<file path="src/rtl/ifetch_resp.sv">
// Instruction fetch response path: one-cycle SRAM read slot feeding an
// in-order response buffer toward decode, with flush redirect and busy backpressure.
`timescale 1ns/1ps
module ifetch_resp #(
  parameter int AW    = 32,
  parameter int IW    = 32,
  parameter int DEPTH = 4
) (
  input  logic          clk,
  input  logic          rst,
  input  logic          req_ce,
  input  logic [AW-1:0] req_pc,
  input  logic          flush,
  input  logic          stall,
  output logic          busy,
  output logic          mem_en,
  output logic [AW-3:0] mem_addr,
  input  logic [IW-1:0] mem_rdata,
  output logic          if_valid,
  output logic [AW-1:0] if_pc,
  output logic [IW-1:0] if_inst,
  output logic          if_misalign
);

  localparam int PW = $clog2(DEPTH);
  localparam int CW = PW + 1;
  localparam logic [CW-1:0] FULL = CW'(DEPTH);

  logic [AW-1:0] r_buf_pc   [DEPTH];
  logic [IW-1:0] r_buf_inst [DEPTH];
  logic          r_buf_mis  [DEPTH];
  logic [PW-1:0] r_head;
  logic [PW-1:0] r_tail;
  logic [CW-1:0] r_count;

  logic          r_inf_valid;
  logic [AW-1:0] r_inf_pc;
  logic          r_inf_mis;

  logic          w_accept;
  logic          w_aligned;
  logic          w_push;
  logic          w_pop;
  logic [CW-1:0] w_occ;

  // Occupancy counts the in-flight slot so a buffer slot is always free for it.
  assign w_occ     = r_count + CW'(r_inf_valid);
  assign busy      = !rst && (w_occ >= FULL);
  assign w_accept  = !rst && req_ce && (!busy || flush);
  assign w_aligned = (req_pc[1:0] == 2'b00);
  assign mem_en    = w_accept && w_aligned;
  assign mem_addr  = req_pc[AW-1:2];

  assign if_valid    = (r_count != '0);
  assign w_pop       = if_valid && !stall;
  assign w_push      = r_inf_valid;
  assign if_pc       = if_valid ? r_buf_pc[r_head]   : '0;
  assign if_inst     = if_valid ? r_buf_inst[r_head] : '0;
  assign if_misalign = if_valid ? r_buf_mis[r_head]  : 1'b0;

  always_ff @(posedge clk) begin
    if (rst) begin
      r_head      <= '0;
      r_tail      <= '0;
      r_count     <= '0;
      r_inf_valid <= 1'b0;
    end else if (flush) begin
      // The request accepted alongside the flush is the redirect target and survives.
      r_head      <= '0;
      r_tail      <= '0;
      r_count     <= '0;
      r_inf_valid <= w_accept;
    end else begin
      r_inf_valid <= w_accept;
      if (w_push) r_tail <= r_tail + PW'(1);
      if (w_pop)  r_head <= r_head + PW'(1);
      case ({w_push, w_pop})
        2'b10:   r_count <= r_count + CW'(1);
        2'b01:   r_count <= r_count - CW'(1);
        default: r_count <= r_count;
      endcase
    end
  end

  always_ff @(posedge clk) begin
    if (w_accept) begin
      r_inf_pc  <= req_pc;
      r_inf_mis <= !w_aligned;
    end
    if (!rst && !flush && w_push) begin
      r_buf_pc[r_tail]   <= r_inf_pc;
      r_buf_inst[r_tail] <= r_inf_mis ? '0 : mem_rdata;
      r_buf_mis[r_tail]  <= r_inf_mis;
    end
  end

  a_no_overflow: assert property (@(posedge clk) disable iff (rst)
    !(w_push && !flush && (r_count == FULL) && !w_pop));

endmodule

</file>
<file path="config.mk">
export PLATFORM = sky130hd
export DESIGN_NAME = ifetch_resp
export DESIGN_NICKNAME = d
export VERILOG_FILES = /design/src/rtl/ifetch_resp.sv
export SDC_FILE = /design/constraint.sdc
export NUM_CORES = 1
export LEC_CHECK = 0
export CORE_MARGIN = 2
export CORE_UTILIZATION = 40
export DETAILED_ROUTE_END_ITERATION = 8
export GPL_TIMING_DRIVEN = 1
export PLACE_DENSITY = 0.67
export SLEW_MARGIN = 20
export SYNTH_ARGS = -nofsm -noshare
export SYNTH_HDL_FRONTEND = slang
export SYNTH_SLANG_ARGS = --single-unit
</file>
<file path="constraint.sdc">
create_clock -name clk -period 3.6 [get_ports clk]
set_input_delay 0.9 -clock clk [delete_from_list [all_inputs] [get_ports clk]]
set_output_delay 0.9 -clock clk [all_outputs]
set_load 0.02 [all_outputs]
</file>
==> impl_metrics.py, run 1 <==
metrics = {
    "critical_path": {
        "crit_buf_inv": 3,
        "path_max_fanout": 33,
        "cpPeakStageDelay_ns": 0.56,
        "critPathKind": "reg2out",
        "worstPathRequired_ns": 2.70,
        "critPathLaunchType": "flip-flop",
        "critPathArrivalTime_ns": 2.57,
        "crit_family": "buffers and inverters",
        "cp-end-kind": "output pin",
        "slowest_stage": "clkdlybuf4s50_1",
        "cp_cell_sequence": "nor3_2 -> inv_4 -> buf_4 -> and2_1 -> clkdlybuf4s50_1",
    },
    "drt": {
        "vias_per_cell": 4.977,
        "wirelength_mm": 22.37,
        "ant_nets": 0,
        "routed-via-count": 5674,
        "drc": 0,
        "drtIter0Drc": 418,
        "first_pass_iters": 6,
        "routedWlPerCell_um": 19.62,
    },
    "global_routing": {
        "grt_remaining_overflow": 0,
        "antenna_found_initial": 0,
        "grt_pass1_vias": 6159,
        "grt.total_usage": 0.1445,
        "grt_max_degree": 39,
        "grt_pass1_wl_mm": 34.40,
    },
    "synth": {
        "synthCells": 572,
        "async_flop_share": 0,
        "yosys_warnings": 0,
        "yosysMostFrequentCell": "edfxtp_1",
        "synthesis.area_um2": 11780,
        "synth_adder_area_share": 0.007010,
        "muxShareOfSynthArea": 0.1251,
        "synth_top_area_share": 0.7469,
        "ys.flop_type": "edfxtp_1",
        "synth_compound_area_frac": 0.005523,
        "synth.avg_cell_area_um2": 20.59,
        "netlist_top_cells_count": "293 x edfxtp_1, 65 x and2_1, 65 x mux4_2",
        "ys_types": 26,
        "ys_top_cells_by_area": "edfxtp_1 75%, mux4_2 12%, and2_1 3.5%",
        "ys_seq_area_frac": 0.7639,
        "synth_edf_count": 293,
        "syn_nets": 647,
        "synth_top_family_by_area": "multiplexers",
        "synth-xor-area-share": 0.002974,
        "yosys.area.top_type": "edfxtp_1",
        "yosys.area_share.simple": 0.06097,
        "ys_ff_latch": 303,
    },
    "sta": {
        "maxSlewHeadroom": 0.6502,
        "hold_violations": 0,
        "drv_slew": 0,
        "fin_ws_ns": 0.1288,
        "max_freq_ghz": 0.2881,
        "fin_crit_sh": 0.9642,
        "setup_viol": 0,
        "fin_skew_ns": 0.01309,
        "whs_ns": 0.5013,
        "post-route-min-period_ns": 3.471,
        "tightest_slew_ns": 0.5246,
        "tns_ns": 0,
        "rsz0062_at_grt": "no",
    },
    "floorplan": {
        "dieArea_um2": 30840,
        "rows": 62,
        "fp.dieW_um": 175.6,
        "die_h_um": 175.6,
        "ios": 167,
        "initial_utilization": 0.4082,
        "core-area_um2": 28860,
    },
    "layout": {
        "antenna_cells": 0,
        "syn_to_final_growth_pct": 25.50,
        "nNetsFinal": 808,
        "drive_gt1_frac": 0.1852,
        "finalNonFillerCells": 1140,
    },
    "place": {
        "place.gp.congestion": 0.6875,
        "hpwl_mm": 13.57,
        "dp.cells": 1085,
        "post-place-ws_ns": 0.3513,
        "port_buffers": 166,
    },
    "clocking": {
        "clock-sinks": 303,
        "htree_levels": 1,
        "postCtsResizedCells": 1,
        "cts_buffers": 30,
        "clockBufferDepth": 3,
        "cts_setup_buffers": 0,
        "tritoncts": "yes",
        "root_buffer": "clkbuf_16",
        "clock_latency_ns": 0.54,
        "hold_buffers": 0,
        "clk_pin_slew_ns": 0.06,
    },
    "power": {
        "powerDensity_nw_per_um2": 495.5,
        "finalPower_mw": 7.325,
        "static-leakage-power_nw": 4.677,
        "vdd_drop_max_uv": 293.5,
    },
    "hold_path": {
        "hold_class": "reg2reg",
    },
    "outcome": {
        "status": "finished, final reports clean",
    },
    "job": {
        "cap_violations": 0,
    },
}
worst paths after layout:
kind / start / end / slack (ns) / cells after the start
min: r_inf_pc[24] / r_buf_pc[3][24] / 0.50 / 0
max reg2reg: r_count[0] / r_count[2] / 1.60 / 8
max: r_count[2] / if_pc[18] / 0.13 / 5
min reg2reg: r_inf_pc[24] / r_buf_pc[3][24] / 0.50 / 0
layout make-up:
class,count,area [µm²]
multi-input cells,205,2396
clock buffers,36,794.5
inverters,8,32.53
fillers,2314,14070
clock inverters,19,182.7
repair buffers,185,1892
well taps,384,480.5
flip-flops and latches,303,9006
routing by layer:
metal / vias to the layer above / routed length [µm] / track usage
met1: 2893 / 9185 / 0.1840
met5: - / 0 / 0
met2: 203 / 11460 / 0.2567
met3: 31 / 1322 / 0.02641
met4: 0 / 399 / 0.03650
li1: 2547 / - / -
logic make-up after synthesis:
logic type,Yosys count
DFF,303
and+or+nand+nor,118
muxes,66
buffers and inverters,64
AOI/OAI and AO/OA,11
adders and majority gates,6
xor gates and xnor gates,4
state kept, by name, summed over array words and instances, names as in the netlist, named ones only:
register	cells
r_tail	2
r_buf_inst	128
r_head	2
r_inf_pc	32
r_inf_mis	1
r_count	3
r_buf_pc	128
r_buf_mis	4
r_inf_valid	1
power by group:
| part | internal (mW) | switching, mW |
|---|---|---|
| clock | 1.79 | 1.25 |
| combinational | 0.198 | 0.180 |
| sequential | 3.89 | 0.0225 |
| total | 5.88 | 1.45 |
worst reg2reg max path: cells and delay by family, from the launching register on:
family / cells / cell delay (ns)
flip-flops: 1 / 0.41
AND/OR/NAND/NOR: 3 / 0.56
XOR/XNOR: 1 / 0.16
AO/OA/AOI/OAI: 1 / 0.14
adder cells (fa/ha/maj): 2 / 0.58
buffers and inverters: 1 / 0.08
metrics by stage:
stage / utilization / instance area (µm²)
5_1_grt: 0.5123 / 14780
2_1_floorplan: - / 11780
4_1_cts: 0.5123 / 14780
6_report: 0.5123 / 14780
3_5_place_dp: 0.4784 / 13800
3_3_place_gp: 0.4784 / 13800
placed cells by master, fill, tap and decap left out, types with 2 or more instances in the layout:
cell type,netlist,layout
a21oi_1,5,5
clkdlybuf4s50_1,0,166
nor2b_1,33,33
mux4_2,65,65
clkinv_1,0,4
clkinv_2,0,6
clkbuf_1,13,5
and2_1,65,65
inv_1,8,7
clkinv_4,0,2
buf_12,0,7
dfxtp_4,0,2
edfxtp_1,293,293
and3_4,0,4
clkinvlp_4,0,4
nor2_1,9,9
xor2_1,3,3
o21ai_0,3,3
or3_1,3,3
bufinv_16,0,3
clkbuf_16,0,31
ha_1,5,5
dfxtp_1,10,8
buf_4,30,12
Power figures use the tool's default switching activity.
==> run 2, diff against run 1 <==
--- a/config.mk
+++ b/config.mk
@@ -5,7 +5,9 @@
 export SDC_FILE = /design/constraint.sdc
 export NUM_CORES = 1
 export LEC_CHECK = 0
-export CORE_MARGIN = 2
+export CAP_MARGIN = 20
+export CORE_ASPECT_RATIO = 1.25
+export CORE_MARGIN = 3
 export CORE_UTILIZATION = 40
 export DETAILED_ROUTE_END_ITERATION = 8
 export GPL_TIMING_DRIVEN = 1
==> run 2 against run 1 <==
Compared with the run above:
- largest cell class unchanged
- global-route usage fell by 0.67 points
- sequential cell count did not move
- maximum frequency rose by 0.38%
- setup slack improved by 0.013 ns
- sequential power barely moved
- cell area fell by 0.88%
- combinational power fell by 1%
- first-iteration DRC count fell by 37%
- register-to-register slack got worse by 0.23 ns
- critical path depth fell by 1
- hold slack got worse by 0.011 ns
- power fell by 3.4%
==> impl_metrics.py, run 2 (same netlist as run 1, synthesis figures left out) <==
metrics = {
    "drt": {
        "routed-via-count": 5496,
        "wirelength_mm": 21.83,
        "ant_nets": 0,
        "drtIter0Drc": 264,
        "first_pass_iters": 4,
        "routedWlPerCell_um": 19.20,
        "drc": 0,
        "vias_per_cell": 4.834,
    },
    "critical_path": {
        "path_max_fanout": 22,
        "critPathKind": "reg2out",
        "critPathLaunchType": "flip-flop",
        "cp-end-kind": "output pin",
        "critPathArrivalTime_ns": 2.56,
        "worstPathRequired_ns": 2.70,
    },
    "sta": {
        "rsz0062_at_grt": "no",
        "post-route-min-period_ns": 3.458,
        "tns_ns": 0,
        "max_freq_ghz": 0.2892,
        "tightest_slew_ns": 0.6462,
        "fin_skew_ns": 0.006996,
        "drv_slew": 0,
        "maxSlewHeadroom": 0.5692,
        "fin_crit_sh": 0.9606,
        "setup_viol": 0,
        "hold_violations": 0,
    },
    "global_routing": {
        "grt_pass1_vias": 6157,
        "grt.total_usage": 0.1378,
        "grt_remaining_overflow": 0,
        "grt_pass1_wl_mm": 34.20,
        "grt_max_degree": 67,
        "antenna_found_initial": 0,
    },
    "layout": {
        "syn_to_final_growth_pct": 24.40,
        "antenna_cells": 0,
        "drive_gt1_frac": 0.1673,
        "finalNonFillerCells": 1137,
        "layout_common_cells": "293 x edfxtp_1, 166 x clkdlybuf4s50_1, 65 x mux4_2, 65 x and2_1, 33 x nor2b_1",
        "nNetsFinal": 800,
        "final_common_cell": "edfxtp_1",
        "reg.largest.list": "r_buf_inst: 128 flops, r_buf_pc: 128 flops, r_inf_pc: 32 flops",
    },
    "power": {
        "static-leakage-power_nw": 4.608,
        "powerDensity_nw_per_um2": 482.9,
        "vdd_drop_max_uv": 284.5,
    },
    "hold_path": {
        "hold_class": "reg2reg",
    },
    "clocking": {
        "htree_levels": 1,
        "clock_latency_ns": 0.52,
        "cts_buffers": 28,
        "root_buffer": "clkbuf_16",
        "clk_pin_slew_ns": 0.06,
        "clockBufferDepth": 3,
        "clock-sinks": 303,
        "tritoncts": "yes",
    },
    "outcome": {
        "status": "finished, final reports clean",
    },
    "floorplan": {
        "initial_utilization": 0.4098,
        "rows": 69,
        "die_h_um": 197.9,
        "ios": 167,
        "core-area_um2": 28750,
        "dieArea_um2": 31560,
        "fp.dieW_um": 159.5,
    },
    "place": {
        "hpwl_mm": 12.98,
        "place.gp.congestion": 0.6954,
        "dp.cells": 1085,
        "port_buffers": 166,
    },
    "job": {
        "cap_violations": 0,
    },
}
[run 2: worst max-delay path, cell delays in order (launching register included)]
cell             delay (ns)
dfxtp_4                0.59
buf_4                  0.35
mux4_2                 0.35
and2_1                 0.18
clkdlybuf4s50_1        0.56
[run 2: what timing repair did]
action / CTS / global route
resized for setup: 1 / 0
endpoints found under the setup margin: 65 / 0
buffers inserted: 0 / 0
hold buffers: 0 / 0
[run 2: worst paths after layout]
path                start               to  slack, ns  cells past startpoint
max reg2reg   r_inf_valid     r_inf_pc[12]       1.37                      4
min reg2reg  r_inf_pc[10]  r_buf_pc[2][10]       0.49                      0
max             flip-flop        if_pc[24]       0.14                      4
min          r_inf_pc[10]  r_buf_pc[2][10]       0.49                      0
[run 2: area by class of cell]
class                           count  area, µm²
Inverter                            8      32.53
Clock buffer                       38      759.5
Clock inverter                     14      112.6
Fill cell                        2321      14090
Timing Repair Buffer              179       1859
Tap cell                          390      488.0
Sequential cell                   303       9006
Multi-Input combinational cell    205       2396
[run 2: power breakdown]
group          internal (mW)  switching [mW]  total (mW)
Clock                   1.62            1.18        2.79
Combinational          0.196           0.177       0.373
Sequential              3.89          0.0210        3.91
Total                   5.70            1.37        7.08
[run 2: per-stage QoR]
stage	setup WS, ns	power, mW	hold WS (ns)	utilization	instance area, µm²
floorplan	0.5232	4.175	0.4587	-	11780
global placement	0.3536	4.357	0.4608	0.4793	13780
detailed placement	0.3463	4.368	0.4801	0.4793	13780
CTS	0.07375	7.160	0.4935	0.5097	14650
global route	0.02927	7.331	0.5174	0.5097	14650
finish	0.1420	7.076	0.4905	0.5097	14650
[run 2: routing by layer]
layer,GRT usage,share of wire
met1,0.1712,0.40
met3,0.02302,0.040
met4,0.03665,0.018
met2,0.2515,0.54
met5,0,0
==> run 3, diff against run 2 <==
--- a/config.mk
+++ b/config.mk
@@ -7,7 +7,7 @@
 export LEC_CHECK = 0
 export CAP_MARGIN = 20
 export CORE_ASPECT_RATIO = 1.25
-export CORE_MARGIN = 3
+export CORE_MARGIN = 1
 export CORE_UTILIZATION = 40
 export DETAILED_ROUTE_END_ITERATION = 8
 export GPL_TIMING_DRIVEN = 1
==> run 3 against run 2 <==
Compared with the run above:
- sequential cell count unchanged
- non-clock buffer count did not move
- maximum frequency up 0.39%
- combinational power barely moved
- critical path type unchanged
- highest routed layer unchanged
- wire length is 0.13% higher
- hold slack improved by 0.0028 ns
- sequential power is essentially flat
- global-route usage increased by 1.1 points
==> impl_metrics.py, run 3 (same netlist as run 1, synthesis figures left out) <==
metrics = {
    "power": {
        "powerDensity_nw_per_um2": 482.4,
        "static-leakage-power_nw": 4.596,
        "finalPower_mw": 7.055,
        "vdd_drop_max_uv": 278.5,
    },
    "clocking": {
        "clock_latency_ns": 0.53,
        "clk_pin_slew_ns": 0.06,
        "root_buffer": "clkbuf_16",
        "htree_levels": 1,
        "cts_buffers": 28,
        "hold_buffers": 0,
        "clockBufferDepth": 3,
        "clock-sinks": 303,
        "tritoncts": "yes",
    },
    "floorplan": {
        "rows": 69,
        "die_h_um": 193.9,
        "ios": 167,
        "initial_utilization": 0.4110,
        "dieArea_um2": 30140,
        "fp.dieW_um": 155.5,
        "core-area_um2": 28660,
    },
    "hold_path": {
        "hp-start": "r_inf_pc[26]",
        "hold_depth": 0,
        "hold_class": "reg2reg",
        "whs_endpoint": "r_buf_pc[2][26]",
    },
    "sta": {
        "setup_viol": 0,
        "maxSlewHeadroom": 0.6006,
        "tns_ns": 0,
        "hold_violations": 0,
        "tightest_slew_ns": 0.5991,
        "rsz0062_at_grt": "no",
        "fin_skew_ns": 0.01140,
        "post-route-min-period_ns": 3.445,
        "drv_slew": 0,
        "max_freq_ghz": 0.2903,
        "fin_crit_sh": 0.9569,
        "whs_ns": 0.4933,
    },
    "place": {
        "port_buffers": 166,
        "dp.cells": 1085,
        "hpwl_mm": 13.10,
        "place.gp.congestion": 0.6770,
    },
    "job": {
        "cap_violations": 0,
    },
    "drt": {
        "routed-via-count": 5569,
        "routedWlPerCell_um": 19.26,
        "vias_per_cell": 4.907,
        "wirelength_mm": 21.86,
        "ant_nets": 0,
        "drc": 0,
        "drtIter0Drc": 269,
        "first_pass_iters": 4,
    },
    "layout": {
        "antenna_cells": 0,
        "nNetsFinal": 800,
        "final_common_cell": "edfxtp_1",
        "reg.largest.list": "r_buf_inst: 128 flops, r_buf_pc: 128 flops, r_inf_pc: 32 flops",
        "layout_common_cells": "293 x edfxtp_1, 166 x clkdlybuf4s50_1, 65 x mux4_2, 65 x and2_1, 33 x nor2b_1",
        "drive_gt1_frac": 0.1678,
        "finalNonFillerCells": 1135,
        "syn_to_final_growth_pct": 24.14,
    },
    "critical_path": {
        "path_max_fanout": 41,
        "reg2reg_to": "r_count[2]",
        "r2r_setup_slack_ns": 1.60,
        "worstPathRequired_ns": 2.70,
        "critPathArrivalTime_ns": 2.54,
        "cp-end-kind": "output pin",
        "critPathKind": "reg2out",
        "critPathLaunchType": "flip-flop",
        "rr_worst_depth": 8,
        "timing.rr.start": "r_count[2]",
    },
    "global_routing": {
        "grt_remaining_overflow": 0,
        "grt_pass1_wl_mm": 34.09,
        "grt.total_usage": 0.1488,
        "grt_max_degree": 67,
        "antenna_found_initial": 0,
        "grt_pass1_vias": 6230,
    },
    "outcome": {
        "status": "finished, final reports clean",
    },
}
run 3: worst max-delay path by stage:
stage,startpoint,to,slack (ns)
after floorplan,flush,r_buf_inst[0][0],0.52
after global placement,req_ce,mem_en,0.37
after detailed placement,req_ce,mem_en,0.36
after CTS,flip-flop,if_pc[22],0.07
after global routing,flip-flop,if_pc[22],0.03
final,flip-flop,if_pc[22],0.16
run 3: routing by layer:
layer | track usage | part of all wire | vias to the layer above
met3 | 0.02101 | 0.038 | 36
met4 | 0.04430 | 0.023 | 0
li1 | - | - | 2509
met5 | 0 | 0 | -
met2 | 0.2790 | 0.55 | 152
met1 | 0.1745 | 0.39 | 2872
run 3: layout make-up:
cell class / count / area, µm²
well taps: 390 / 488.0
fillers: 2322 / 14040
clock inverters: 14 / 115.1
repair buffers: 179 / 1834
clock buffers: 36 / 752.0
inverters: 8 / 32.53
multi-input cells: 205 / 2396
flip-flops and latches: 303 / 9006
run 3: metrics by stage:
step | utilization | instance area, µm² | setup slack (ns)
6_report | 0.5102 | 14620 | 0.1553
5_1_grt | 0.5102 | 14620 | 0.02575
4_1_cts | 0.5102 | 14620 | 0.07354
3_5_place_dp | 0.4799 | 13750 | 0.3617
3_3_place_gp | 0.4799 | 13750 | 0.3699
2_1_floorplan | - | 11780 | 0.5232
run 3: power by group:
| part | switching (mW) | total, mW | leakage, nW | internal (mW) |
|---|---|---|---|---|
| Sequential | 0.0219 | 3.91 | 2.76 | 3.89 |
| Clock | 1.16 | 2.77 | 0.423 | 1.61 |
| Combinational | 0.178 | 0.373 | 1.42 | 0.195 |
| Total | 1.36 | 7.05 | 4.60 | 5.69 |
run 3: timing repair:
item | in CTS | in global routing
setup endpoints to repair | 66 | 0
setup buffers | 0 | 0
resized for setup | 1 | 0
run 3: worst max-delay path: stages (launching register included):
cell and delay [ns]:
dfxtp_4 0.37, buf_12 0.32, mux4_2 0.57, and2_1 0.18
clkdlybuf4s50_1 0.55
